===== config.mk =====
export PLATFORM = sky130hd
export DESIGN_NAME = fetch_instr_queue_flat
export DESIGN_NICKNAME = d
export VERILOG_FILES = /design/src/rtl/fetch_instr_queue_pkg.sv /design/src/rtl/fetch_instr_queue_if.sv /design/src/rtl/fetch_instr_queue_mem.sv /design/src/rtl/fetch_instr_queue.sv /design/src/flat_wrapper.sv
export SDC_FILE = /design/constraint.sdc
export NUM_CORES = 1
export LEC_CHECK = 0
export CORE_ASPECT_RATIO = 0.7
export CORE_MARGIN = 5
export CORE_UTILIZATION = 51
export DETAILED_ROUTE_END_ITERATION = 8
export PLACE_DENSITY_LB_ADDON = 0.1
export SYNTH_ARGS = -nofsm -noshare
export SYNTH_HDL_FRONTEND = slang
export SYNTH_HIERARCHICAL = 1
export SYNTH_SLANG_ARGS = --single-unit

===== constraint.sdc =====
create_clock -name clk -period 8.6 [get_ports clk]
set_input_delay 2.15 -clock clk [delete_from_list [all_inputs] [get_ports clk]]
set_output_delay 2.15 -clock clk [all_outputs]
set_load 0.01 [all_outputs]

===== src/rtl/fetch_instr_queue_pkg.sv =====
// Shared types for the fetch/decode instruction queue slice.
// cvw_t is the core configuration record; the queue only consumes XLEN.
package fetch_instr_queue_pkg;

    typedef struct packed {
        int unsigned XLEN;
    } cvw_t;

    localparam cvw_t DEFAULT_CVW      = '{XLEN: 32};
    localparam int   IQ_DEPTH_DEFAULT = 4;

endpackage


===== src/rtl/fetch_instr_queue_if.sv =====
// Enqueue (fetch side), dequeue (decode side) and flush signals of the queue.
// master = fetch/decode logic driving the queue, slave = the queue itself.
interface fetch_instr_queue_if #(
    parameter int XLEN  = 32,
    parameter int DEPTH = 4
) ();
    logic                     FlushQ;
    logic                     EnqValidF;
    logic                     EnqReadyF;
    logic [XLEN-1:0]          EnqPCF;
    logic [31:0]              EnqInstrF;
    logic                     EnqCompressedF;
    logic                     DeqValidD;
    logic                     DeqReadyD;
    logic [XLEN-1:0]          DeqPCD;
    logic [31:0]              DeqInstrD;
    logic                     DeqCompressedD;
    logic [$clog2(DEPTH):0]   CountQ;

    modport master (
        output FlushQ, EnqValidF, EnqPCF, EnqInstrF, EnqCompressedF, DeqReadyD,
        input  EnqReadyF, DeqValidD, DeqPCD, DeqInstrD, DeqCompressedD, CountQ
    );

    modport slave (
        input  FlushQ, EnqValidF, EnqPCF, EnqInstrF, EnqCompressedF, DeqReadyD,
        output EnqReadyF, DeqValidD, DeqPCD, DeqInstrD, DeqCompressedD, CountQ
    );
endinterface


===== src/rtl/fetch_instr_queue_mem.sv =====
// DEPTH x WIDTH register array: one synchronous write port, one combinational read port.
module fetch_instr_queue_mem #(
    parameter int DEPTH = 4,
    parameter int WIDTH = 65,
    parameter int AW    = $clog2(DEPTH)
) (
    input  logic             clk,
    input  logic             reset,
    input  logic             wr_en,
    input  logic [AW-1:0]    wr_addr,
    input  logic [WIDTH-1:0] wr_data,
    input  logic [AW-1:0]    rd_addr,
    output logic [WIDTH-1:0] rd_data
);
    logic [WIDTH-1:0] mem [DEPTH];

    // Storage write; cleared on reset so the head reads zero out of reset.
    always_ff @(posedge clk or posedge reset) begin
        if (reset) begin
            for (int i = 0; i < DEPTH; i++) mem[i] <= '0;
        end else if (wr_en) begin
            mem[wr_addr] <= wr_data;
        end
    end

    assign rd_data = mem[rd_addr];
endmodule


===== src/rtl/fetch_instr_queue.sv =====
// Decoupling FIFO between fetch spill/merge and Decode.
// Entry packing is {compressed, instr, pc}. Full/Empty come from the
// occupancy counter; there is no enqueue-through-full path so the decode
// stall never reaches the fetch ready.
module fetch_instr_queue
    import fetch_instr_queue_pkg::*;
#(
    parameter cvw_t P     = DEFAULT_CVW,
    parameter int   DEPTH = IQ_DEPTH_DEFAULT
) (
    input  logic             clk,
    input  logic             reset,
    fetch_instr_queue_if.slave iq
);
    localparam int XLEN   = P.XLEN;
    localparam int ENTRYW = XLEN + 33;
    localparam int PW     = $clog2(DEPTH);
    localparam int CW     = PW + 1;

    logic [PW-1:0]     rdPtr, wrPtr, rdPtrNext, wrPtrNext;
    logic [CW-1:0]     count, countNext;
    logic              full, empty, enqFire, deqFire;
    logic [ENTRYW-1:0] wrData, rdData;

    assign full    = (count == CW'(DEPTH));
    assign empty   = (count == '0);
    assign enqFire = iq.EnqValidF & ~full  & ~iq.FlushQ;
    assign deqFire = iq.DeqReadyD & ~empty & ~iq.FlushQ;
    assign wrData  = {iq.EnqCompressedF, iq.EnqInstrF, iq.EnqPCF};

    // Next pointer/count: flush wins, otherwise explicit enable muxes.
    always_comb begin
        rdPtrNext = rdPtr;
        wrPtrNext = wrPtr;
        countNext = count;
        if (iq.FlushQ) begin
            rdPtrNext = '0;
            wrPtrNext = '0;
            countNext = '0;
        end else begin
            if (enqFire) wrPtrNext = wrPtr + PW'(1);
            if (deqFire) rdPtrNext = rdPtr + PW'(1);
            if (enqFire & ~deqFire)      countNext = count + CW'(1);
            else if (deqFire & ~enqFire) countNext = count - CW'(1);
        end
    end

    // Pointer and occupancy flops.
    always_ff @(posedge clk or posedge reset) begin
        if (reset) begin
            rdPtr <= '0;
            wrPtr <= '0;
            count <= '0;
        end else begin
            rdPtr <= rdPtrNext;
            wrPtr <= wrPtrNext;
            count <= countNext;
        end
    end

    fetch_instr_queue_mem #(
        .DEPTH (DEPTH),
        .WIDTH (ENTRYW),
        .AW    (PW)
    ) u_mem (
        .clk     (clk),
        .reset   (reset),
        .wr_en   (enqFire),
        .wr_addr (wrPtr),
        .wr_data (wrData),
        .rd_addr (rdPtr),
        .rd_data (rdData)
    );

    assign iq.EnqReadyF      = ~full;
    assign iq.DeqValidD      = ~empty;
    assign iq.DeqPCD         = rdData[XLEN-1:0];
    assign iq.DeqInstrD      = rdData[XLEN+31:XLEN];
    assign iq.DeqCompressedD = rdData[ENTRYW-1];
    assign iq.CountQ         = count;
endmodule


===== src/flat_wrapper.sv =====
// flat-port wrapper written by rule: the top's interface ports become plain ports
module fetch_instr_queue_flat import fetch_instr_queue_pkg::*;
#(
    parameter cvw_t P     = DEFAULT_CVW,
    parameter int   DEPTH = IQ_DEPTH_DEFAULT
)
  (clk, reset, iq_FlushQ, iq_EnqValidF, iq_EnqPCF, iq_EnqInstrF, iq_EnqCompressedF, iq_DeqReadyD, iq_EnqReadyF, iq_DeqValidD, iq_DeqPCD, iq_DeqInstrD, iq_DeqCompressedD, iq_CountQ);
  fetch_instr_queue_if #(.XLEN(32), .DEPTH(DEPTH)) iq_i ();
  input  logic clk;
  input  logic reset;
  input wire logic [$bits(iq_i.FlushQ)-1:0] iq_FlushQ;
  input wire logic [$bits(iq_i.EnqValidF)-1:0] iq_EnqValidF;
  input wire logic [$bits(iq_i.EnqPCF)-1:0] iq_EnqPCF;
  input wire logic [$bits(iq_i.EnqInstrF)-1:0] iq_EnqInstrF;
  input wire logic [$bits(iq_i.EnqCompressedF)-1:0] iq_EnqCompressedF;
  input wire logic [$bits(iq_i.DeqReadyD)-1:0] iq_DeqReadyD;
  output wire logic [$bits(iq_i.EnqReadyF)-1:0] iq_EnqReadyF;
  output wire logic [$bits(iq_i.DeqValidD)-1:0] iq_DeqValidD;
  output wire logic [$bits(iq_i.DeqPCD)-1:0] iq_DeqPCD;
  output wire logic [$bits(iq_i.DeqInstrD)-1:0] iq_DeqInstrD;
  output wire logic [$bits(iq_i.DeqCompressedD)-1:0] iq_DeqCompressedD;
  output wire logic [$bits(iq_i.CountQ)-1:0] iq_CountQ;
  assign iq_i.FlushQ = iq_FlushQ;
  assign iq_i.EnqValidF = iq_EnqValidF;
  assign iq_i.EnqPCF = iq_EnqPCF;
  assign iq_i.EnqInstrF = iq_EnqInstrF;
  assign iq_i.EnqCompressedF = iq_EnqCompressedF;
  assign iq_i.DeqReadyD = iq_DeqReadyD;
  assign iq_EnqReadyF = iq_i.EnqReadyF;
  assign iq_DeqValidD = iq_i.DeqValidD;
  assign iq_DeqPCD = iq_i.DeqPCD;
  assign iq_DeqInstrD = iq_i.DeqInstrD;
  assign iq_DeqCompressedD = iq_i.DeqCompressedD;
  assign iq_CountQ = iq_i.CountQ;
  fetch_instr_queue #(.P(P), .DEPTH(DEPTH)) u_core (.clk(clk), .reset(reset), .iq(iq_i));
endmodule

# ---- Word level (Yosys, flattened, before mapping)
# Cells that the tools add are included.
dict set report classes {
  n_addsub 4
  order_cmp 3
  eq_ne 1
  muxes 13
  n_bitwise 13
  n_reduce_logical 5
}
# cell n
set ops {}
lappend ops {{bitwise mux 260 bit} 1}
lappend ops {{2-to-1 mux 65 bit} 3}
lappend ops {{binary-select mux 65 bit (select 2 bit)} 1}
lappend ops {{demux 65 bit (select 2 bit)} 1}
lappend ops {{2-to-1 mux 3 bit} 3}
lappend ops {{2-to-1 mux 2 bit} 4}
lappend ops {{bitwise AND 1 bit} 6}
lappend ops {{greater-or-equal comparator 3 bit, second input constant} 2}
lappend ops {{NOT 2 -> 3 bit} 2}
lappend ops {{NOT 1 bit} 5}
lappend ops {{adder 2 x 1 -> 2 bit, second input constant} 2}
lappend ops {{nonzero test 2 bit} 2}
lappend ops {{adder 3 x 1 -> 3 bit, second input constant} 1}
lappend ops {{equality test 3 bit, second input constant} 1}
lappend ops {{logical NOT 3 bit} 1}
lappend ops {{less-than comparator 3 x 1 -> 1 bit, second input constant} 1}
lappend ops {{nonzero test 3 bit} 1}
lappend ops {{subtractor 3 x 1 -> 3 bit, second input constant} 1}
lappend ops {{logical AND 1 bit} 1}
dict set report totals {
  regBits 267
  inputBits 70
  output_inout_bits 70
  elab_cells 46
}

# ---- Longest topological paths before layout
dict set report logic_depth {
  word_depth 9
  mapped_depth 9
  depth_no_buf 8
}

# ---- By module
# The synthesis kept the hierarchy.
# mod n_inst cells_per_inst area_per_inst_um2 seq_area_each_um2
set by_module_without_submodules {}
lappend by_module_without_submodules {fetch_instr_queue_mem 1 632 11681.2 6506.2}
lappend by_module_without_submodules {fetch_instr_queue 1 53 480.5 175.2}

# ---- Worst setup path after synthesis
# No wires, ideal clock.
dict set report synth_timing {
  path_type {input to register}
  startpoint {input iq_DeqReadyD}
  endpoint {register u_core.count[2], in the netlist u_core/iq.CountQ[2]}
  setup_time_ns 0.094
  arrival_ns 3.542
  required_time_ns 8.506
  path_slack_ns 4.964
  cell_stages 7
  path_buffers 1
  cell_sequence {buf_2 > o21ai_0 > nor3b_1 > fa_1 > and3b_1 > a21o_2 > a211oi_1}
}
dict set report synth_via {
  elab_chain_len 6
  word_cells_on_any_way 8
  classes_between {mux: 2; bitwise: 5; reduce/logical: 1}
}
# item line_no
set synth_rtl {}
lappend synth_rtl {{start: declaration} flat_wrapper.sv:16} ;# input wire logic [$bits(iq_i.DeqReadyD)-1:0] iq_DeqReadyD;
lappend synth_rtl {{bitwise AND 1 bit (*) (2 in series)} fetch_instr_queue.sv:28} ;# assign deqFire = iq.DeqReadyD & ~empty & ~iq.FlushQ;
lappend synth_rtl {{NOT 1 bit} fetch_instr_queue.sv:43} ;# if (enqFire & ~deqFire) countNext = count + CW'(1);
lappend synth_rtl {{bitwise AND 1 bit} fetch_instr_queue.sv:43}
lappend synth_rtl {{2-to-1 mux 3 bit} fetch_instr_queue.sv:43}
lappend synth_rtl {{2-to-1 mux 3 bit} fetch_instr_queue.sv:36} ;# if (iq.FlushQ) begin
lappend synth_rtl {{end signal: assignment} fetch_instr_queue.sv:57} ;# count <= countNext;
lappend synth_rtl {{end: declaration} fetch_instr_queue.sv:21} ;# logic [CW-1:0] count, countNext;
# Every way passes the cells marked *; elsewhere a longest branch is shown, timed or not.
# A chain may end at the register's enable or synchronous reset.

# ---- Worst setup path in the final report
dict set report layout_timing {
  startpoint {register u_core.rdPtr[1]}
  endpoint {output iq_DeqPCD[19]}
}
dict set report layout_via {
  elab_chain_len 4
}
# item line_no
set layout_rtl {}
lappend layout_rtl {{start: declaration} fetch_instr_queue.sv:20} ;# logic [PW-1:0] rdPtr, wrPtr, rdPtrNext, wrPtrNext;
lappend layout_rtl {{start signal: assignment} fetch_instr_queue.sv:55} ;# rdPtr <= rdPtrNext;
lappend layout_rtl {{NOT 2 -> 3 bit (not written as such)} fetch_instr_queue_mem.sv:26} ;# assign rd_data = mem[rd_addr];
lappend layout_rtl {{binary-select mux 65 bit (select 2 bit)} fetch_instr_queue_mem.sv:26}
lappend layout_rtl {{2-to-1 mux 65 bit (not written as such) (2 in series)} fetch_instr_queue_mem.sv:26}
lappend layout_rtl {{end: declaration} flat_wrapper.sv:19} ;# output wire logic [$bits(iq_i.DeqPCD)-1:0] iq_DeqPCD;
# Every way passes these cells. The select of a mux whose other input is x is not followed.

==> results.yml <==
finish:
  seq_area_mm2: 0.00669
  area_growth_pct: 20.2
  diodes: 0
  final_cells: 1155
  drive_above_1_share_pct: 35.0
  nFillCells: 1665
  multiInputGateArea_mm2: 0.00508
  final_nets: 888
synth:
  synth.most_common_cell: "dfrtp_1"
  yosysWarningCount: 6
  synth_edf_count: 0
  synthTopCellsByCount: "267 x dfrtp_1, 100 x mux2_1, 100 x mux2_4"
  ys_top_cells_by_area: "dfrtp_1 55%, mux2_4 12%, mux4_2 12%"
  syn_nets: 756
  yosysUniqueCellTypes: 33
  synth_top_area_share_pct: 54.9
  syn_area_mm2: 0.0122
  synth_seq_cells: 267
  postSynthCellCount: 685
  async_flop_share_pct: 100
  ys_seq_area_share_pct: 54.9
  yosys.area.top_type: "dfrtp_1"
  ys.flop_type: "dfrtp_1"
  synth.avg_cell_area_um2: 17.8
worst_setup_path:
  end_kind: "primary output"
  arrival_ps: 3240
  critPathLaunchType: "flip-flop"
  rrSetupSlack_ps: 5250
  worstPathRequired_ps: 6450
  cp_max_fo: 39
  criticalPathCategory: "reg -> out"
die:
  start_util_pct: 51.6
  ios: 140
  num_rows: 47
  die_x_um: 195
  core-area_mm2: 0.0236
  die-area_mm2: 0.0271
  die_h_um: 139
drt:
  wl_per_cell_um: 22.1
  vias: 6393
  final_antenna_net_count: 0
  dr.pass1.iters: 4
  drc: 0
  routed_wl_um: 25600
  drtIter0Drc: 204
  vias_per_cell: 5.54
clock_network:
  clk_latency_ps: 520
  post_cts_buffers: 0
  cts_max_path_buffers: 3
  hold_buffers: 0
  numCtsBuffers: 27
  cts_sinks: 267
  cts_root_buf: "clkbuf_16"
  cts_resized: 0
  cts_tree: "built"
  htree_levels: 1
  clkTransAtPathRegs_ps: 60
placement:
  gp_congestion: 0.712
  port_buffers: 139
  hpwl_um: 15400
  dp_slack_ps: 3340
  dp_cells: 1106
run:
  max_cap_viol_count: 0
grt:
  grt_max_degree: 137
  overflow: 0
  grt_pass1_vias: 7421
  antenna_found_initial: 1
  grt_use_total_pct: 19.1
  grt_first_pass_wirelength_um: 42100
timing:
  post-route-period-util_pct: 62.7
  setup-violations-final: 0
  setup_ws_ps: 3210
  holdWs_ps: 482
  slew_violations: 0
  relSlewSlack_pct: 24.6
  rsz0062_at_grt: "no"
  period_minus_slack_ps: 5390
  fmax_ghz: 0.185
  hold_viol: 0
  tightest_slew_ps: 1130
  final.setup.tns_ps: 0
  fin_skew_ps: 10.5
pwr:
  p_leak_nw: 6.63
  power.total_mw: 5.21
  p_per_area_mw_per_mm2: 356
  peakVddDrop_v: 0.000192
outcome:
  status: "complete, no violations"
worst_hold_path:
  holdCritPathClass: "reg -> reg"
[per-stage QoR]
stage / util [%] / area (µm²)
finish: 62.0 / 14600
global route: 62.0 / 14600
CTS: 62.0 / 14600
detailed placement: 58.0 / 13700
global placement: 58.0 / 13700
floorplan: - / 12200
[worst max-delay path, stage by stage, from the launching register on]
cell	delay, ps
dfrtp_4	790
buf_4	750
mux4_2	650
clkdlybuf4s50_1	500
[per-layer routing]
| layer | GRT usage (%) | wire length [µm] |
|---|---|---|
| met1 | 27.1 | 11500 |
| met2 | 31.1 | 12400 |
| met4 | 2.88 | 337 |
| met5 | 0 | 7 |
| met3 | 4.69 | 1310 |
[final timing paths]
kind                                              end  depth (start not counted)                  start
worst max-delay path                    iq_DeqPCD[19]                          3        u_core/rdPtr[1]
worst min-delay path            u_core/u_mem/mem[207]                          1  u_core/u_mem/mem[207]
worst max register to register  u_core/u_mem/mem[191]                          7    u_core/iq.CountQ[0]
worst min register to register  u_core/u_mem/mem[207]                          1  u_core/u_mem/mem[207]
max in group asynchronous       u_core/u_mem/mem[229]                          3                  reset
min in group asynchronous             u_core/wrPtr[0]                          2                  reset
[layout by cell type, fill, tap and decap left out, types with 2 or more instances in the layout]
cell type,count
clkbuf_1,2
clkinvlp_4,7
clkbuf_8,2
clkdlybuf4s50_1,139
mux2_4,100
nor2_1,11
mux4_2,65
dfrtp_4,2
mux2_1,100
clkinv_2,6
clkbuf_16,27
mux2_2,63
buf_4,8
o21ai_0,2
dfrtp_1,265
bufinv_16,5
nand3b_1,2
nor3b_1,2
xor2_1,2
inv_1,6
[layout make-up]
| class | count | area share (%) |
|---|---|---|
| flip-flops and latches | 267 | 45.8 |
| multi-input cells | 366 | 34.8 |
| repair buffers | 148 | 10.1 |
| clock buffers | 31 | 4.86 |
| well taps | 318 | 2.72 |
| clock inverters | 18 | 1.60 |
| inverters | 7 | 0.205 |
[registers in the layout (all words and copies together) (netlist names)]
name              count
u_core/u_mem/mem    260
u_core/iq.CountQ      3
u_core/wrPtr          2
u_core/rdPtr          2
[kinds of logic after synthesis]
| kind of cell | Yosys count | synth area share (%) |
|---|---|---|
| adder cells (fa/ha/maj) | 1 | 0.165 |
| flip-flops | 267 | 54.9 |
| multiplexers | 329 | 39.6 |
| AND/OR/NAND/NOR | 23 | 1.04 |
| XOR/XNOR | 2 | 0.144 |
| buffers and inverters | 52 | 3.44 |
| AO/OA/AOI/OAI | 11 | 0.720 |
[power by group]
part / switching [mW] / total [mW] / internal, mW
Sequential: 0.291 / 2.06 / 1.77
Clock: 0.491 / 1.24 / 0.745
Combinational: 0.664 / 1.91 / 1.25
Total: 1.45 / 5.21 / 3.76
Power figures use the tool's default switching activity.
